===== src/rtl/regfile_ctrl_pkg.sv =====
// Shared types and sizing constants for the register-file write-port controller,
// also reused by the register file and the hazard unit.
package regfile_ctrl_pkg;

    localparam int NUM_REGS   = 32;
    localparam int REG_ADDR_W = $clog2(NUM_REGS);

    typedef enum logic {
        INIT = 1'b0,
        RUN  = 1'b1
    } state_t;

    typedef enum logic {
        REQ_ALU = 1'b0,
        REQ_MEM = 1'b1
    } req_idx_t;

endpackage


===== src/rtl/rr_arb2.sv =====
// Two-way round-robin arbiter: on a tie the requester not granted last wins.
module rr_arb2
    import regfile_ctrl_pkg::*;
(
    input  logic       clk,
    input  logic       rst,
    input  logic [1:0] req,
    input  logic       advance,
    output logic [1:0] gnt
);

    req_idx_t last_q;
    req_idx_t last_d;

    always_comb begin
        gnt    = req;
        last_d = last_q;
        if (req == 2'b11) begin
            gnt = (last_q == REQ_ALU) ? 2'b10 : 2'b01;
        end
        if (advance && (gnt != 2'b00)) begin
            last_d = gnt[1] ? REQ_MEM : REQ_ALU;
        end
    end

    // Resetting to ALU-as-last-winner hands the first tie to the memory path.
    always_ff @(posedge clk) begin
        if (rst) begin
            last_q <= REQ_ALU;
        end else begin
            last_q <= last_d;
        end
    end

endmodule


===== src/rtl/regfile_wb_ctrl.sv =====
// Register-file write-port controller: post-reset zeroing sweep, ALU/MEM write-back
// arbitration onto the single write port, and the pending-write scoreboard.
module regfile_wb_ctrl #(
    parameter int DATA_W         = 32,
    parameter int NUM_REGS       = regfile_ctrl_pkg::NUM_REGS,
    parameter int ADDR_W         = $clog2(NUM_REGS),
    parameter int CLEAR_ON_RESET = 1
) (
    input  logic                clk,
    input  logic                rst,
    input  logic                alu_valid,
    output logic                alu_ready,
    input  logic [ADDR_W-1:0]   alu_rd,
    input  logic [DATA_W-1:0]   alu_data,
    input  logic                mem_valid,
    output logic                mem_ready,
    input  logic [ADDR_W-1:0]   mem_rd,
    input  logic [DATA_W-1:0]   mem_data,
    input  logic                mark_en,
    input  logic [ADDR_W-1:0]   mark_rd,
    output logic [NUM_REGS-1:0] busy_mask,
    output logic                init_done,
    output logic                rf_write_en,
    output logic [ADDR_W-1:0]   rf_a3,
    output logic [DATA_W-1:0]   rf_din
);

    regfile_ctrl_pkg::state_t state_q, state_d;
    logic [ADDR_W:0]     cnt_q, cnt_d;
    logic                we_q, we_d;
    logic [ADDR_W-1:0]   a3_q, a3_d;
    logic [DATA_W-1:0]   din_q, din_d;
    logic [NUM_REGS-1:0] busy_q, busy_d;

    logic                run;
    logic [1:0]          req;
    logic [1:0]          gnt;
    logic                granted;
    logic [ADDR_W-1:0]   win_rd;
    logic [DATA_W-1:0]   win_data;

    assign run       = (state_q == regfile_ctrl_pkg::RUN);
    assign req       = {mem_valid, alu_valid} & {2{run & ~rst}};
    assign granted   = |gnt;
    assign win_rd    = gnt[1] ? mem_rd : alu_rd;
    assign win_data  = gnt[1] ? mem_data : alu_data;

    assign alu_ready   = gnt[0];
    assign mem_ready   = gnt[1];
    assign init_done   = run;
    assign busy_mask   = busy_q;
    assign rf_write_en = we_q;
    assign rf_a3       = a3_q;
    assign rf_din      = din_q;

    rr_arb2 u_arb (
        .clk     (clk),
        .rst     (rst),
        .req     (req),
        .advance (run),
        .gnt     (gnt)
    );

    // The sweep counter is one bit wider so the cycle after the last register
    // is written can be told apart and used to leave INIT without a write.
    always_comb begin
        state_d = state_q;
        cnt_d   = cnt_q;
        we_d    = 1'b0;
        a3_d    = a3_q;
        din_d   = din_q;
        busy_d  = busy_q;
        case (state_q)
            regfile_ctrl_pkg::INIT: begin
                if (cnt_q < (ADDR_W+1)'(NUM_REGS)) begin
                    we_d  = 1'b1;
                    a3_d  = cnt_q[ADDR_W-1:0];
                    din_d = '0;
                    cnt_d = cnt_q + 1'b1;
                end else begin
                    state_d = regfile_ctrl_pkg::RUN;
                end
            end
            regfile_ctrl_pkg::RUN: begin
                if (granted) begin
                    we_d  = (win_rd != '0);
                    a3_d  = win_rd;
                    din_d = win_data;
                    if (win_rd != '0) begin
                        busy_d[win_rd] = 1'b0;
                    end
                end
                // Applied after the clear so a newer producer's mark survives.
                if (mark_en && (mark_rd != '0)) begin
                    busy_d[mark_rd] = 1'b1;
                end
            end
            default: state_d = regfile_ctrl_pkg::RUN;
        endcase
    end

    always_ff @(posedge clk) begin
        if (rst) begin
            state_q <= (CLEAR_ON_RESET != 0) ? regfile_ctrl_pkg::INIT : regfile_ctrl_pkg::RUN;
            cnt_q   <= '0;
            we_q    <= 1'b0;
            a3_q    <= '0;
            din_q   <= '0;
            busy_q  <= '0;
        end else begin
            state_q <= state_d;
            cnt_q   <= cnt_d;
            we_q    <= we_d;
            a3_q    <= a3_d;
            din_q   <= din_d;
            busy_q  <= busy_d;
        end
    end

endmodule


===== config.mk =====
export PLATFORM = sky130hd
export DESIGN_NAME = regfile_wb_ctrl
export DESIGN_NICKNAME = d
export VERILOG_FILES = /design/src/rtl/regfile_ctrl_pkg.sv /design/src/rtl/rr_arb2.sv /design/src/rtl/regfile_wb_ctrl.sv
export SDC_FILE = /design/constraint.sdc
export NUM_CORES = 1
export LEC_CHECK = 0
export BUFFER_PORTS_ARGS = -buffer_cell sky130_fd_sc_hd__buf_2
export CORE_AREA = 2 2 117 91
export CTS_CLUSTER_DIAMETER = 200
export DETAILED_ROUTE_END_ITERATION = 10
export DIE_AREA = 0 0 119 93
export GPL_TIMING_DRIVEN = 0
export HOLD_SLACK_MARGIN = 0.15
export PLACE_DENSITY = 0.67
export SLEW_MARGIN = 20
export SYNTH_ARGS = -nofsm -noshare
export SYNTH_HDL_FRONTEND = slang
export SYNTH_SLANG_ARGS = --single-unit

===== constraint.sdc =====
create_clock -name clk -period 4.2 [get_ports clk]
set_input_delay 0.42 -clock clk [delete_from_list [all_inputs] [get_ports clk]]
set_output_delay 0.42 -clock clk [all_outputs]
set_load 0.05 [all_outputs]

## Word level (Yosys, flattened, before mapping)

Cells that the tools add are included.

| word-level totals | value |
|---|---|
| output and inout port bits | 73 |
| register bits | 78 |

| cells by class | value |
|---|---|
| magnitude comparators | 5 |
| bitwise logic cells | 7 |
| reductions and logical operators | 10 |
| multiplexer cells | 24 |
| equal/unequal tests | 3 |
| add/sub/neg operators | 1 |

Operator list:

| cell | count |
|---|---|
| two-way mux 32 bit | 7 |
| case mux 32 bit (2 select lines) | 1 |
| AND 32 bit | 1 |
| NOT 32 bit | 1 |
| bitwise OR 32 bit | 1 |
| two-way mux 5 bit | 3 |
| less-than comparator 5 x 6 -> 1 bit, second input constant | 2 |
| demux 1 bit (select 5 bit) | 2 |
| >= comparator 5 x 1 -> 1 bit, second input constant | 2 |
| case mux 5 bit (2 select lines) | 1 |
| nonzero test 5 bit | 2 |
| two-way mux 1 bit | 7 |
| adder 6 x 1 -> 6 bit, second input constant | 1 |
| less-than comparator 6 bit, second input constant | 1 |
| logical AND 1 bit | 4 |
| two-way mux 2 bit | 2 |
| AND reduction 2 bit | 2 |
| AND 2 bit | 1 |
| equality test 2 bit, second input constant | 1 |
| inequality test 2 x 1 -> 1 bit, second input constant | 1 |
| inequality test 2 bit, second input constant | 1 |
| NOT 1 bit | 2 |
| case mux 1 bit (2 select lines) | 1 |
| nonzero test 2 bit | 1 |
| other kinds (2) | 2 |

## Logic depth before layout (Yosys ltp)

Gate-level depths: netlist (run 1).

| logic depth | value |
|---|---|
| depth in word-level cells | 17 |
| mapped depth | 7 |

## Modules after synthesis

Synthesis (run 1) repeated with hierarchy kept, for this count alone.

| unflattened totals | value |
|---|---|
| cells, all modules | 440 |
| area, all modules | 3758.6 sq um |

Modules (own cells, without submodules):

| module | area an instance (sq um) | cells each | seq. area each (sq um) | instances |
|---|---|---|---|---|
| regfile_wb_ctrl | 3693.5 | 433 | 1541.5 | 1 |
| rr_arb2 | 65.1 | 7 | 20.0 | 1 |

## Least setup slack after synthesis (run 1)

No wires, ideal clock.

| timing | value |
|---|---|
| path type | register to output |
| start | register state_q (netlist: init_done) |
| end | output alu_ready |
| buffers on the path | 1 |
| stages on the path, launching flop included | 5 |
| arrival | 1.907 ns |
| setup slack | 1.873 ns |
| cell sequence | dfxtp_1 > buf_2 > and2b_1 > nand2_1 > a21oi_1 |

| on the way | value |
|---|---|
| longest elaborated chain between the ends | 4 |

RTL lines:

| what | RTL line | RTL |
|---|---|---|
| start, declared | regfile_wb_ctrl.sv:28 | `regfile_ctrl_pkg::state_t state_q, state_d;` |
| start signal, assigned | regfile_wb_ctrl.sv:104 | `state_q <= (CLEAR_ON_RESET != 0) ? regfile_ctrl_pkg::INIT : regfile_ctrl_pkg::RUN;` |
| start signal, assigned | regfile_wb_ctrl.sv:111 | `state_q <= state_d;` |
| AND 1 bit (*) | regfile_wb_ctrl.sv:43 | `assign req = {mem_valid, alu_valid} & {2{run & ~rst}};` |
| AND 2 bit (*) | regfile_wb_ctrl.sv:43 |  |
| equality test 2 bit | rr_arb2.sv:18 | `if (req == 2'b11) begin` |
| two-way mux 2 bit (*) | rr_arb2.sv:18 |  |
| end, declared | regfile_wb_ctrl.sv:12 | `output logic alu_ready,` |

Mark *: on every way between the ends. The rest lies on a longest branch, timed or not.

## Worst setup path in the final report (run 1)

| timing | value |
|---|---|
| start | register state_q (netlist: init_done) |
| end | output mem_ready |

| on the way | value |
|---|---|
| longest elaborated chain between the ends | 4 |

RTL lines:

| what | RTL line | RTL |
|---|---|---|
| AND 1 bit (*) | regfile_wb_ctrl.sv:43 |  |
| AND 2 bit (*) | regfile_wb_ctrl.sv:43 |  |
| equality test 2 bit | rr_arb2.sv:18 |  |
| two-way mux 2 bit (*) | rr_arb2.sv:18 |  |
| end, declared | regfile_wb_ctrl.sv:16 | `output logic mem_ready,` |

Marks and branches as above.

==> run summary, run 1 <==
CTS root buffer: clkbuf_16
Tmin final: 2.042 ns
Vias in the first global route: 3,827
Final Hold Fails: 0
Leak: 2.348 nW
Synth unique cells: 61
Cells after Synth: 409
Area delta synth->final: 32.31%
Fmax: 489.8 MHz
Crit Path Max Fanout: 9
Cts hold-fix bufs: 0
Status: finished clean
Starting Density: 38.73%
Die Wd: 119 µm
CP endpoint kind: output pin
Pwr Density: 334.3 nW/µm²
H-tree Lvls: 3
CTS tree: built
# rows: 32
Nets@finish: 657
# resized after CTS: 0
Drt total wl: 12,260 µm
Skew-Pair Late Insertion Delay: 0.33 ns
Dpl cells: 697
Final setup TNS: 0 ns
Final ANT Viol Nets: 0
DIE AREA: 11,070 µm²
Async SR Flop Fraction: 0%
Pins Over Slew Limit: 0
Min-delay worst type: primary input to register
Clock buffer depth: 2
Setup crit start kind: register
Final setup fails: 0
Peak supply drop: 0.1645 mV
Clk sinks: 78
Hold depth: 3
Rel. slew slack: 55.05%
Total GRT Usage: 21.87%
Top cell type's share of synthesized area: 40.44%
DIE HEIGHT: 93 µm
Grt ovf: 0
MaxCap Viol Count: 0
Critical path required time: 3.78 ns
First-pass GRT wire length: 19,400 µm
Largest net degree at the start of global routing: 15
Synth Flop Type: dfxtp_1
Worst-Margin Slew: 0.6720 ns
Core area: 9970 µm²
ANT cells: 0
I/O pin cnt: 157
Wire per inst: 17.19 µm
R2R cell count: 6
Synthesized area: 3861 µm²
Tot Pwr: 0.001708 W
Drt pass-1 iters: 5
1st-iter DRT viols: 350
Avg Cell Area, Syn: 9.441 µm²
Number of buffers added on ports: 152
Synth top area cells: dfxtp_1 (40%), mux2i_1 (9.1%), o2bb2ai_1 (7.3%), a41oi_1 (4.5%), o21ai_0 (3.8%)
Gpl congestion: 0.8594
Post-synth EDFFs: 0
Sequential share of the synthesized area: 40.44%
Post-DR vias/cell: 5.522
Yosys reg bits: 78
Post-CTS Setup Bufs: 0
Critical path type: register to output pin
Non-Filler Instances: 713
RSZ-0062 raised after global routing: no
Initial antenna violation count: 0
Filler cells: 970
Final setup skew: 0.008808 ns
CTS buffer count: 9
Syn_nets: 494
Worst EP arrival: 1.62 ns
Worst-path clk slew: 0.06 ns
Yosys warning count: 0
DP HPWL: 9329 µm
Final period utilization: 48.61%
DR DRC count: 0
Vias: 3,937
Share of cells above drive strength 1: 34.66%
Biggest area consumer among synthesized cells: dfxtp_1
[cell usage in the layout, fill, tap and decap left out, drive strengths merged, types with 3 or more instances in the layout]
master,instances
inv,9
dfxtp,78
a22oi,5
or4b,4
mux2i,35
o21ai,29
a41oi,20
nand4bb,3
clkbuf,27
xor2,3
a2111oi,6
o211ai,3
nand2,34
a21oi,8
or2,3
nand4b,8
o41ai,3
nand3b,3
nand4,8
buf,167
a211o,4
nor3,12
nor2,37
o22ai,5
o2bb2ai,32
[through the flow]
step,hold WS (ns),utilization [%],setup slack (ns),cell area [µm²]
6_report,0.3706,51.24,2.158,5109
5_1_grt,0.3699,51.24,2.071,5109
4_1_cts,0.3627,51.24,2.135,5109
3_5_place_dp,0.4440,48.07,1.953,4792
3_3_place_gp,0.4414,48.07,1.976,4792
2_1_floorplan,0.4579,-,1.873,3861
[sequential cells by signal, indices dropped and copies added, names as in the netlist]
register / count
busy_mask: 32
init_done: 1
u_arb.last_q: 1
cnt_q: 6
rf_din: 32
rf_a3: 5
rf_write_en: 1
[layout make-up]
class | count | area, µm² | area share [%]
multi-input cells | 292 | 2115 | 41.39
flip-flops and latches | 78 | 1562 | 30.57
clock buffers | 11 | 252.7 | 4.947
inverters | 8 | 30.03 | 0.5878
clock inverters | 5 | 63.81 | 1.249
well taps | 136 | 170.2 | 3.331
repair buffers | 152 | 760.7 | 14.89
plain buffers | 31 | 155.1 | 3.037
[logic make-up (layout without fill, tap and decap cells)]
kind of cell / count (synthesis) / count (layout) / share of synthesized area, %
xor+xnor: 4 / 4 / 0.9075
buf+inv: 39 / 207 / 4.796
simple gates: 125 / 125 / 17.99
fa+ha+maj: 1 / 1 / 0.3240
mux: 36 / 36 / 9.365
flops: 78 / 78 / 40.44
compound gates: 126 / 126 / 26.18
[per-layer routing]
| layer | global-route usage, % | share of wire, % | up-vias |
|---|---|---|---|
| li1 | - | - | 1897 |
| met1 | 30.71 | 47 | 1870 |
| met2 | 33.24 | 44 | 154 |
| met3 | 4.756 | 6.8 | 16 |
| met4 | 7.341 | 1.6 | 0 |
| met5 | 0 | 0 | - |
[worst max-delay path: stages, from the launching register on]
cell,delay [ns]
dfxtp_1,0.33
and3b_1,0.16
buf_4,0.14
nand2_4,0.10
inv_2,0.24
buf_2,0.32
[worst paths after layout]
path | startpoint | to | slack (ns)
setup / recovery | init_done | mem_ready | 2.16
hold / removal | mem_data[7] | rf_din[7] | 0.37
setup reg to reg | init_done | busy_mask[10] | 2.25
hold reg to reg | rf_din[25] | rf_din[25] | 0.46
[synth_stat cells (all sizes together) (5+ instances only)]
library cell  count
a2111oi           6
a21oi             8
a22oi             5
a41oi            20
buf              15
clkbuf           16
dfxtp            78
inv               7
mux2i            35
nand2            34
nand4             8
nand4b            8
nor2             37
nor3             12
o21ai            29
o22ai             5
o2bb2ai          32
[power breakdown]
part | internal, W | total, W | switching (W)
Clock | 0.000498 | 0.000813 | 0.000315
Combinational | 0.0000557 | 0.000141 | 0.0000856
Sequential | 0.000747 | 0.000753 | 0.00000612
Power figures use the tool's default switching activity.
==> inputs of run 2 (changes only) <==
--- a/config.mk
+++ b/config.mk
@@ -5,14 +5,15 @@
 export SDC_FILE = /design/constraint.sdc
 export NUM_CORES = 1
 export LEC_CHECK = 0
+export ABC_AREA = 1
 export BUFFER_PORTS_ARGS = -buffer_cell sky130_fd_sc_hd__buf_2
-export CORE_AREA = 2 2 117 91
+export CORE_AREA = 2 2 114 88
 export CTS_CLUSTER_DIAMETER = 200
 export DETAILED_ROUTE_END_ITERATION = 10
-export DIE_AREA = 0 0 119 93
+export DIE_AREA = 0 0 116 90
 export GPL_TIMING_DRIVEN = 0
 export HOLD_SLACK_MARGIN = 0.15
-export PLACE_DENSITY = 0.67
+export PLACE_DENSITY = 0.68
 export SLEW_MARGIN = 20
 export SYNTH_ARGS = -nofsm -noshare
 export SYNTH_HDL_FRONTEND = slang
==> constraint.sdc (replaced) <==
create_clock -name clk -period 2.15 [get_ports clk]
set_input_delay 0.215 -clock clk [delete_from_list [all_inputs] [get_ports clk]]
set_output_delay 0.215 -clock clk [all_outputs]
set_load 0.05 [all_outputs]
==> run summary, run 2 <==
Drt total wl: 11,270 µm
Fmax: 502.1 MHz
Commonest cells after routing, fill and taps aside: buf_2 (159), nand2_1 (107), nor2_1 (83)
Min-delay worst type: primary input to register
Top post-synthesis cells by count: nand2_1 (107), nor2_1 (83), dfxtp_1 (78)
Main combinational cell family by area after synthesis: simple AND/OR/NAND/NOR gates
Post-synth EDFFs: 0
Adder-cell area share of the yosys netlist: 0.3442%
H-tree Lvls: 3
Share of cells above drive strength 1: 32.35%
Critical path type: register to output pin
Status: finished clean
CP endpoint kind: output pin
Sequential share of the synthesized area: 42.96%
Grt ovf: 0
Die Wd: 116 µm
Cts hold-fix bufs: 0
Syn_nets: 595
Tot Pwr: 0.003374 W
Synth Flop Type: dfxtp_1
Number of buffers added on ports: 154
Post-CTS Setup Bufs: 0
Hold_ws: 0.1636 ns
Compound-Gate Fraction of Synth Area: 20.59%
Critical path required time: 1.93 ns
Top cell type's share of synthesized area: 42.96%
Avg Cell Area, Syn: 7.127 µm²
RSZ-0062 raised after global routing: no
Vias: 3,959
Initial antenna violation count: 0
Wire per inst: 13.88 µm
# rows: 31
Worst-path clk slew: 0.06 ns
Reg2reg start: init_done
Async SR Flop Fraction: 0%
# resized after CTS: 0
Biggest area consumer among synthesized cells: dfxtp_1
Hold Crit Start: mem_data[8]
Clock buffer depth: 2
Leading cell type in the layout, fill and taps excluded: buf_2
Skew-Pair Late Insertion Delay: 0.33 ns
Setup crit start kind: register
CTS tree: built
Largest net degree at the start of global routing: 13
Post-synthesis simple-gate area fraction: 28.23%
Worst EP arrival: 1.78 ns
Crit Path Max Fanout: 10
Final period utilization: 92.64%
Pins Over Slew Limit: 0
Most numerous cell in the Yosys netlist: nand2_1
Synth top area cells: dfxtp_1 (43%), nand2_1 (11%), a21oi_1 (9.8%), nor2_1 (8.6%), o21ai_1 (5.1%)
Peak supply drop: 0.5530 mV
Yosys reg bits: 78
Tmin final: 1.992 ns
Pwr Density: 687.8 nW/µm²
ANT cells: 0
Final setup skew: 0.004504 ns
Post-route cell area: 4906 µm²
Worst setup path start: u_arb.last_q
Synth unique cells: 33
DR DRC count: 0
DIE HEIGHT: 90 µm
CTS buffer count: 9
Rel. slew slack: 27.65%
DP HPWL: 8544 µm
Synthesized area: 3635 µm²
Final Hold Fails: 0
Final ANT Viol Nets: 0
Yosys warning count: 0
First-pass GRT wire length: 18,110 µm
Dpl cell area: 4571 µm²
Post-synthesis mux area share: 0%
CTS root buffer: clkbuf_16
Core area: 9387 µm²
Vias in the first global route: 3,777
Starting Density: 38.72%
DIE AREA: 10,440 µm²
Post-DR vias/cell: 4.876
Post-Synth XOR/XNOR Area: 0%
Clk sinks: 78
Area delta synth->final: 34.97%
Gpl congestion: 0.9068
Worst-Margin Slew: 1.077 ns
MaxCap Viol Count: 0
Nets@finish: 760
Drt pass-1 iters: 4
Final setup TNS: 0 ns
Leak: 2.188 nW
Total GRT Usage: 21.68%
Final setup fails: 0
1st-iter DRT viols: 211
I/O pin cnt: 157
Cells after Synth: 510
## run 2: cell types whose count changed in the layout (fill, tap and decap cells not counted), sizes merged, moves of 21 or more
| cell | delta |
|---|---|
| nand2 | +82 |
| mux2i | -35 |
| a21oi | +63 |
| inv | +21 |
| o21ai | +38 |
| o2bb2ai | -32 |
| nor2 | +54 |
## run 2: area by class of cell
cell class | instances | area (µm²)
buffer | 24 | 160.2
tap | 132 | 165.2
fill | 954 | 4481
timing repair buffer | 154 | 770.7
clock inverter | 3 | 65.06
multi-input combinational | 376 | 1787
sequential | 78 | 1562
clock buffer | 13 | 270.3
inverter | 32 | 126.4
## run 2: cells by family (layout without fill, tap and decap cells)
group	after synthesis	count (layout)
buf+inv	56	226
fa+ha+maj	1	1
flops	78	78
compound gates	145	145
simple gates	230	230
## run 2: per-stage QoR
stage | worst slack, ns | utilization, % | instances
after floorplan | 0.04650 | - | 510
after global placement | 0.3646 | 48.69 | 796
after detailed placement | 0.3450 | 48.69 | 796
final | 0.1582 | 52.27 | 812
after CTS | 0.1565 | 52.27 | 812
after global routing | 0.04931 | 52.27 | 812
## run 2: worst max-delay path, stage by stage (launching register included)
cell and delay (ns):
dfxtp_1 0.32, nand2_1 0.21, nand4_4 0.19, buf_6 0.20, clkinv_2 0.11, buf_6 0.15, buf_2 0.26
## run 2: worst paths after layout
path	endpoint	slack, ns	depth (start not counted)
hold / removal	rf_din[8]	0.16	3
setup reg to reg	busy_mask[31]	0.29	5
setup / recovery	mem_ready	0.16	6
hold reg to reg	busy_mask[0]	0.42	2
## run 2: report_power, final
| group | leakage (nW) | switching [W] | internal, W |
|---|---|---|---|
| logic | 1.39 | 0.000138 | 0.0000935 |
| registers | 0.629 | 0.00000700 | 0.00145 |
| clock network | 0.166 | 0.000571 | 0.00111 |
## run 2: metal layers
layer	GRT usage, %	vias up	part of all wire [%]
li1	-	2006	-
met1	29.43	1798	46
met2	35.09	136	46
met3	4.450	19	6.5
met4	5.556	0	1.6
met5	0	-	0
